==> config.mk <==
export PLATFORM = sky130hd
export DESIGN_NAME = touch_event_queue_flat
export DESIGN_NICKNAME = d
export VERILOG_FILES = /design/src/rtl/touch_evt_pkg.sv /design/src/rtl/touch_event_queue_if.sv /design/src/rtl/touch_evt_fifo.sv /design/src/rtl/touch_event_queue.sv /design/src/flat_wrapper.sv
export SDC_FILE = /design/constraint.sdc
export NUM_CORES = 1
export LEC_CHECK = 0
export CAP_MARGIN = 20
export CORE_MARGIN = 10
export CORE_UTILIZATION = 30
export DETAILED_ROUTE_END_ITERATION = 10
export GPL_ROUTABILITY_DRIVEN = 0
export PLACE_DENSITY = 0.5
export SLEW_MARGIN = 40
export SYNTH_ARGS = -nofsm -noshare
export SYNTH_HDL_FRONTEND = slang
export SYNTH_SLANG_ARGS = --single-unit
==> constraint.sdc <==
create_clock -name sys_clk -period 11 [get_ports sys_clk]
set_input_delay 3.3 -clock sys_clk [delete_from_list [all_inputs] [get_ports sys_clk]]
set_output_delay 3.3 -clock sys_clk [all_outputs]
set_load 0.01 [all_outputs]
==> src/rtl/touch_evt_pkg.sv <==
// Shared definitions for the touch event queue.
// Holds the event type codes, the Avalon register map, the CTRL bit indices,
// the gesture FSM states, and helpers that build event words and compute
// coordinate distances.
package touch_evt_pkg;

    typedef enum logic [1:0] {
        EVT_NONE    = 2'b00,
        EVT_PRESS   = 2'b01,
        EVT_MOVE    = 2'b10,
        EVT_RELEASE = 2'b11
    } evt_type_t;

    localparam logic [1:0] REG_STATUS = 2'd0;
    localparam logic [1:0] REG_EVENT  = 2'd1;
    localparam logic [1:0] REG_CTRL   = 2'd2;
    localparam logic [1:0] REG_THR    = 2'd3;

    localparam int unsigned CTRL_IRQ_EN  = 0;
    localparam int unsigned CTRL_OVF_CLR = 1;
    localparam int unsigned CTRL_FLUSH   = 2;

    typedef enum logic {
        ST_IDLE,
        ST_PRESSED
    } fsm_state_t;

    function automatic logic [31:0] evt_word(input evt_type_t t,
                                             input logic [11:0] x,
                                             input logic [11:0] y);
        return {t, 2'b00, x, 4'h0, y};
    endfunction

    function automatic logic [11:0] abs_diff(input logic [11:0] a,
                                             input logic [11:0] b);
        return (a >= b) ? (a - b) : (b - a);
    endfunction

endpackage

==> src/rtl/touch_event_queue_if.sv <==
// Avalon-MM slave bus and interrupt line of the touch event queue.
// Signals:
//   avl_address   - register select
//   avl_write     - write strobe
//   avl_writedata - write data
//   avl_read      - read strobe
//   avl_readdata  - registered read data, 1-cycle latency
//   irq           - level interrupt
// The master modport belongs to the CPU side and the slave modport to the queue.
interface touch_event_queue_if;
    logic [1:0]  avl_address;
    logic        avl_write;
    logic [31:0] avl_writedata;
    logic        avl_read;
    logic [31:0] avl_readdata;
    logic        irq;

    modport master (
        output avl_address, avl_write, avl_writedata, avl_read,
        input  avl_readdata, irq
    );

    modport slave (
        input  avl_address, avl_write, avl_writedata, avl_read,
        output avl_readdata, irq
    );
endinterface

==> src/rtl/touch_evt_fifo.sv <==
// Synchronous FIFO for event words.
// Ports:
//   clk, rst_n        - clock and asynchronous active-low reset
//   push, wdata       - enqueue request and its data
//   pop               - dequeue request; ignored when empty
//   flush             - empties the FIFO; takes priority over push and pop
//   rdata             - head entry
//   full, empty       - occupancy flags
//   count             - number of stored entries (AW+1 bits)
// A push is accepted while full when a pop happens in the same cycle.
module touch_evt_fifo #(
    parameter int unsigned AW = 4,
    parameter int unsigned W  = 32
) (
    input  logic          clk,
    input  logic          rst_n,
    input  logic          push,
    input  logic          pop,
    input  logic          flush,
    input  logic [W-1:0]  wdata,
    output logic [W-1:0]  rdata,
    output logic          full,
    output logic          empty,
    output logic [AW:0]   count
);
    localparam int unsigned DEPTH = 2 ** AW;

    logic [W-1:0]  mem [DEPTH];
    logic [AW-1:0] wr_ptr;
    logic [AW-1:0] rd_ptr;
    logic [AW:0]   cnt;
    logic          do_push;
    logic          do_pop;

    assign empty   = (cnt == '0);
    assign full    = (cnt == (AW + 1)'(DEPTH));
    assign count   = cnt;
    assign rdata   = mem[rd_ptr];
    assign do_pop  = pop && !empty;
    assign do_push = push && (!full || do_pop);

    always_ff @(posedge clk or negedge rst_n) begin
        if (!rst_n) begin
            wr_ptr <= '0;
            rd_ptr <= '0;
            cnt    <= '0;
        end else if (flush) begin
            wr_ptr <= '0;
            rd_ptr <= '0;
            cnt    <= '0;
        end else begin
            if (do_push) wr_ptr <= wr_ptr + 1'b1;
            if (do_pop)  rd_ptr <= rd_ptr + 1'b1;
            case ({do_push, do_pop})
                2'b10:   cnt <= cnt + 1'b1;
                2'b01:   cnt <= cnt - 1'b1;
                default: cnt <= cnt;
            endcase
        end
    end

    always_ff @(posedge clk) begin
        if (do_push && !flush) mem[wr_ptr] <= wdata;
    end
endmodule

==> src/rtl/touch_event_queue.sv <==
// Touch event queue.
// Turns the touch controller's sample stream into PRESS / MOVE / RELEASE
// events, queues them, and exposes them to software over Avalon-MM.
// Ports:
//   sys_clk, sys_rst_n - clock and asynchronous active-low reset
//   touch_done         - one-cycle pulse, new sample on tp_xy
//   touch_valid        - level, panel currently touched
//   tp_xy              - x in [27:16], y in [11:0]
//   avl                - Avalon-MM slave bus plus irq (touch_event_queue_if.slave)
module touch_event_queue
    import touch_evt_pkg::*;
#(
    parameter int unsigned FIFO_AW      = 4,
    parameter logic [23:0] RELEASE_TO   = 24'd5_000_000,
    parameter logic [7:0]  MOVE_THR_RST = 8'd4
) (
    input  logic                 sys_clk,
    input  logic                 sys_rst_n,
    input  logic                 touch_done,
    input  logic                 touch_valid,
    input  logic [31:0]          tp_xy,
    touch_event_queue_if.slave   avl
);
    fsm_state_t   state_q, state_d;
    logic [11:0]  last_x_q, last_x_d, last_y_q, last_y_d;
    logic [23:0]  cnt_q, cnt_d;
    logic         evt_push;
    logic [31:0]  evt_data;

    logic         fifo_pop, fifo_flush, full, empty;
    logic [FIFO_AW:0] count;
    logic [31:0]  head;

    logic         overflow, irq_en, irq_q;
    logic [7:0]   move_thr;
    logic [31:0]  readdata_q;
    logic         wr_ctrl, wr_thr;

    logic [11:0]  smp_x, smp_y;
    logic         unused_bits;

    assign smp_x       = tp_xy[27:16];
    assign smp_y       = tp_xy[11:0];
    assign unused_bits = ^{tp_xy[31:28], tp_xy[15:12], avl.avl_writedata[31:8]};

    // Gesture FSM: loss of touch_valid outranks a new sample, which outranks the timeout.
    always_ff @(posedge sys_clk or negedge sys_rst_n) begin
        if (!sys_rst_n) begin
            state_q  <= ST_IDLE;
            last_x_q <= '0;
            last_y_q <= '0;
            cnt_q    <= '0;
        end else begin
            state_q  <= state_d;
            last_x_q <= last_x_d;
            last_y_q <= last_y_d;
            cnt_q    <= cnt_d;
        end
    end

    always_comb begin
        state_d  = state_q;
        last_x_d = last_x_q;
        last_y_d = last_y_q;
        cnt_d    = cnt_q;
        evt_push = 1'b0;
        evt_data = '0;
        case (state_q)
            ST_IDLE: begin
                if (touch_done && touch_valid) begin
                    evt_push = 1'b1;
                    evt_data = evt_word(EVT_PRESS, smp_x, smp_y);
                    last_x_d = smp_x;
                    last_y_d = smp_y;
                    cnt_d    = '0;
                    state_d  = ST_PRESSED;
                end
            end
            ST_PRESSED: begin
                if (!touch_valid) begin
                    evt_push = 1'b1;
                    evt_data = evt_word(EVT_RELEASE, last_x_q, last_y_q);
                    cnt_d    = '0;
                    state_d  = ST_IDLE;
                end else if (touch_done) begin
                    cnt_d = '0;
                    if (abs_diff(smp_x, last_x_q) >= {4'd0, move_thr} ||
                        abs_diff(smp_y, last_y_q) >= {4'd0, move_thr}) begin
                        evt_push = 1'b1;
                        evt_data = evt_word(EVT_MOVE, smp_x, smp_y);
                        last_x_d = smp_x;
                        last_y_d = smp_y;
                    end
                end else if (cnt_q == RELEASE_TO - 24'd1) begin
                    evt_push = 1'b1;
                    evt_data = evt_word(EVT_RELEASE, last_x_q, last_y_q);
                    cnt_d    = '0;
                    state_d  = ST_IDLE;
                end else begin
                    cnt_d = cnt_q + 24'd1;
                end
            end
            default: state_d = ST_IDLE;
        endcase
    end

    assign wr_ctrl    = avl.avl_write && (avl.avl_address == REG_CTRL);
    assign wr_thr     = avl.avl_write && (avl.avl_address == REG_THR);
    assign fifo_flush = wr_ctrl && avl.avl_writedata[CTRL_FLUSH];
    assign fifo_pop   = avl.avl_read && (avl.avl_address == REG_EVENT) && !empty;

    touch_evt_fifo #(.AW(FIFO_AW), .W(32)) u_fifo (
        .clk   (sys_clk),
        .rst_n (sys_rst_n),
        .push  (evt_push),
        .pop   (fifo_pop),
        .flush (fifo_flush),
        .wdata (evt_data),
        .rdata (head),
        .full  (full),
        .empty (empty),
        .count (count)
    );

    always_ff @(posedge sys_clk or negedge sys_rst_n) begin
        if (!sys_rst_n) begin
            overflow   <= 1'b0;
            irq_en     <= 1'b0;
            move_thr   <= MOVE_THR_RST;
            readdata_q <= '0;
            irq_q      <= 1'b0;
        end else begin
            // A dropped event sets overflow even if software clears it in the same cycle.
            if (evt_push && full && !fifo_pop && !fifo_flush)
                overflow <= 1'b1;
            else if (wr_ctrl && avl.avl_writedata[CTRL_OVF_CLR])
                overflow <= 1'b0;
            if (wr_ctrl) irq_en   <= avl.avl_writedata[CTRL_IRQ_EN];
            if (wr_thr)  move_thr <= avl.avl_writedata[7:0];
            if (avl.avl_read) begin
                case (avl.avl_address)
                    REG_STATUS: readdata_q <= {16'd0, 8'(count), 5'd0, overflow, full, empty};
                    REG_EVENT:  readdata_q <= empty ? '0 : head;
                    REG_CTRL:   readdata_q <= {30'd0, overflow, irq_en};
                    default:    readdata_q <= {24'd0, move_thr};
                endcase
            end
            irq_q <= irq_en && !empty;
        end
    end

    assign avl.avl_readdata = readdata_q;
    assign avl.irq          = irq_q;
endmodule

==> src/flat_wrapper.sv <==
// flat-port wrapper written by rule: the top's interface ports become plain ports
module touch_event_queue_flat import touch_evt_pkg::*;
#(
    parameter int unsigned FIFO_AW      = 4,
    parameter logic [23:0] RELEASE_TO   = 24'd5_000_000,
    parameter logic [7:0]  MOVE_THR_RST = 8'd4
)
  (sys_clk, sys_rst_n, touch_done, touch_valid, tp_xy, avl_avl_address, avl_avl_write, avl_avl_writedata, avl_avl_read, avl_avl_readdata, avl_irq);
  touch_event_queue_if avl_i ();
  input  logic sys_clk;
  input  logic sys_rst_n;
  input  logic touch_done;
  input  logic touch_valid;
  input  logic [31:0] tp_xy;
  input wire logic [$bits(avl_i.avl_address)-1:0] avl_avl_address;
  input wire logic [$bits(avl_i.avl_write)-1:0] avl_avl_write;
  input wire logic [$bits(avl_i.avl_writedata)-1:0] avl_avl_writedata;
  input wire logic [$bits(avl_i.avl_read)-1:0] avl_avl_read;
  output wire logic [$bits(avl_i.avl_readdata)-1:0] avl_avl_readdata;
  output wire logic [$bits(avl_i.irq)-1:0] avl_irq;
  assign avl_i.avl_address = avl_avl_address;
  assign avl_i.avl_write = avl_avl_write;
  assign avl_i.avl_writedata = avl_avl_writedata;
  assign avl_i.avl_read = avl_avl_read;
  assign avl_avl_readdata = avl_i.avl_readdata;
  assign avl_irq = avl_i.irq;
  touch_event_queue #(.FIFO_AW(FIFO_AW), .RELEASE_TO(RELEASE_TO), .MOVE_THR_RST(MOVE_THR_RST)) u_core (.sys_clk(sys_clk), .sys_rst_n(sys_rst_n), .touch_done(touch_done), .touch_valid(touch_valid), .tp_xy(tp_xy), .avl(avl_i));
endmodule
==> metrics.md <==
| Metric | Value |
|---|---|
| Status | finished clean |
| Final instance area | 0.02712 sq mm |
| Crit end category | register |
| Max Cap Violations | 0 |
| Critical path's slowest cell | o41ai_4 |
| Clock root buffer | clkbuf_16 |
| Post-Syn Area | 0.02333 sq mm |
| CTS tree | built |
| Max Fclk | 0.1056 GHz |
| Synth top cells by count | edfxtp_1 (416), mux4_2 (109), dfrtp_1 (99) |
| Final std cells w/o fill | 2,660 |
| Synth area leaders | edfxtp_1 (54%), dfrtp_1 (11%), mux4_2 (11%) |
| Max VDD drop | 0.1272 mV |
| Die height | 298.9 um |
| Hold Worst Slack | 495.6 ps |
| #FFs+latches synth | 516 |
| Post-synthesis mux area share | 14.32% |
| Final min period | 9471 ps |
| XOR/XNOR Fraction of Synth Area | 1.126% |
| Vias per cell | 4.913 |
| Row count | 102 |
| Synth Area in Simple Gates | 5.217% |
| Critical path fanouts, max | 17 |
| WL/cell | 21.94 um |
| Vias in the first global route | 13,620 |
| Final ANT Viol Nets | 0 |
| Initial antenna violation count | 2 |
| Period utilization | 86.10% |
| Placed Instances | 2,551 |
| Worst path required time | 11,550 ps |
| Max Root-Sink Buffers | 3 |
| Leak | 9.565 nW |
| Ys flop type | edfxtp_1 |
| I/O pin count | 105 |
| CTS hold repair buffers | 0 |
| Layout cells sized above 1 | 16.92% |
| Worst endpoint data arrival time | 10,020 ps |
| Synth async-reset ratio | 19.38% |
| TritonRoute pass-1 iters | 5 |
| Power Dens Cells | 223.9 mW/mm^2 |
| Number of flops mapped to enable cells by yosys | 416 |
| Main combinational cell family by area after synthesis | multiplexers |
| Crit-path most repeated cell | inv_1 |
| CP max stage delay | 590 ps |
| Port bufs | 67 |
| Gr ovfl total | 0 |
| Most common cell in the netlist | edfxtp_1 |
| Tightest Hold Check Type | register to register |
| Postcts setup bufs | 0 |
| Die Wd | 298.9 um |
| Placeable Area | 0.07734 sq mm |
| Syn-to-layout area delta | 16.21% |
| Detailed Route Iter0 Violations | 932 |
| DP HPWL | 34,950 um |
| Setup-failing EPs final | 0 |
| Aggregate global-route resource usage | 12.84% |
| Yosys warnings | 0 |
| Cell variety after synth | 70 |
| Final nets | 1,719 |
| Max Transition Viols Final | 0 |
| DR vias | 13,070 |
| Clk pin slew, worst setup/hold paths | 60 ps |
| Sequential share of the synthesized area | 64.27% |
| Starting density of the core | 30.17% |
| Post-synth top area share | 53.54% |
| Routed WL | 58,360 um |
| First-pass GRT wire length | 87,080 um |
| TritonCTS Buffers | 57 |
| Total clock sinks | 516 |
| Measured slew at the worst slew-check pin | 798.7 ps |
| Post-place instance area | 0.02515 sq mm |
| Worst Clk Skew | 48.98 ps |
| Syn avg cell area | 15.54 sq um |
| RSZ-0062 raised after global routing | no |
| Final Hold Violating Endpoints | 0 |
| Fill cells | 7,374 |
| Post-cts sizing count | 0 |
| Max-slew headroom | 46.75% |
| Setup TNS | 0 ps |
| Die area | 0.08934 sq mm |
| Compound-Gate Fraction of Synth Area | 7.673% |
| Startpoint class of the critical path | primary input |
| Critical path type | primary input to register |
| Area leader, netlist | edfxtp_1 |
| DR DRC count | 0 |
| Post-Synth Adder-Cell Area | 4.290% |
| Cells after Synth | 1,502 |
| Clk Latency, worst-skew pair | 630 ps |
| Largest net degree at the start of global routing | 62 |
| CTS H-tree lvls | 2 |
-- report_power, final --
part	switching, mW	internal, mW	total [mW]
registers	0.149	2.33	2.48
logic	0.867	0.752	1.62
clock network	0.802	1.17	1.97
-- per-stage QoR --
stage          total power, mW  utilization [%]  setup slack (ps)
2_1_floorplan            3.628                -              1931
3_3_place_gp             4.143            32.48             991.3
3_5_place_dp             4.167            32.52             885.1
4_1_cts                  6.158            35.06              1556
5_1_grt                  6.382            35.06             984.7
6_report                 6.070            35.06              1529
-- layout by cell type (no fill, tap or decap), drive strengths merged, types with 7 or more instances in the layout --
cell,instances
a211oi,11
xor2,15
buf,22
a21o,24
and3,11
nor3,10
nand4,9
and4,16
o22ai,14
dfrtp,99
edfxtp,416
mux2i,56
bufinv,7
nor2,74
inv,92
nand3,22
mux4,109
clkdlybuf4s50,65
xnor2,15
a21oi,87
a22o,25
o21ai,59
mux2,29
nor2b,22
nand2,52
a22oi,9
clkbuf,83
ha,72
clkinv,13
a221oi,10
-- metal layers --
layer  track usage [%]  share of wire [%]  vias to the layer above
met3             2.386                5.1                       81
met5                 0                  0                        -
li1                  -                  -                     5969
met4             4.049                2.5                        0
met2             21.92                 49                      268
met1             16.29                 43                     6750
-- logic make-up after synthesis --
| logic type | after synthesis |
|---|---|
| muxes | 194 |
| xor gates and xnor gates | 30 |
| adders and majority gates | 77 |
| AOI/OAI and AO/OA | 273 |
| buffers and inverters | 171 |
| and+or+nand+nor | 240 |
| DFF | 516 |
| other | 1 |
-- path summary, 6_finish.rpt --
check,startpoint,end,slack (ps),cells after the start
worst max-delay path,tp_xy[0],u_core.u_fifo.count[4],1530,31
worst min-delay path,u_core.overflow,u_core.overflow,500,1
worst max register to register,u_core.last_y_q[0],u_core.u_fifo.count[4],4350,29
worst min register to register,u_core.overflow,u_core.overflow,500,1
max in group asynchronous,sys_rst_n,u_core.last_x_q[6],7220,2
min in group asynchronous,sys_rst_n,u_core.cnt_q[10],2630,1
-- cell type report --
| cell class | count | area [sq um] | area share (%) |
|---|---|---|---|
| tap | 1040 | 1301 | 4.799 |
| antenna | 1 | 2.502 | 0.009228 |
| sequential | 516 | 15010 | 55.35 |
| inverter | 89 | 334.1 | 1.232 |
| multi-input combinational | 819 | 7680 | 28.32 |
| clock inverter | 25 | 375.4 | 1.384 |
| clock buffer | 83 | 1584 | 5.842 |
| timing repair buffer | 87 | 830.8 | 3.064 |
-- flip-flops by register name, indices dropped and copies added, names as in the netlist --
| name | count |
|---|---|
| u_core.move_thr | 8 |
| u_core.last_x_q | 12 |
| u_core.avl.irq | 1 |
| u_core.cnt_q | 24 |
| u_core.u_fifo.wr_ptr | 4 |
| u_core.u_fifo.count | 5 |
| u_core.state_q | 1 |
| u_core.avl.avl_readdata | 27 |
| u_core.last_y_q | 12 |
| u_core.u_fifo.rd_ptr | 4 |
| u_core.irq_en | 1 |
| u_core.overflow | 1 |
| u_core.u_fifo.mem | 416 |
-- critical path, delay by kind of cell --
kind                     cells  cell delay [ps]
AO/OA/AOI/OAI               10             2380
adder cells (fa/ha/maj)      5             1530
AND/OR/NAND/NOR              7             1280
buffers and inverters        7             1200
XOR/XNOR                     2              320
(Power assumes the default switching activity.)
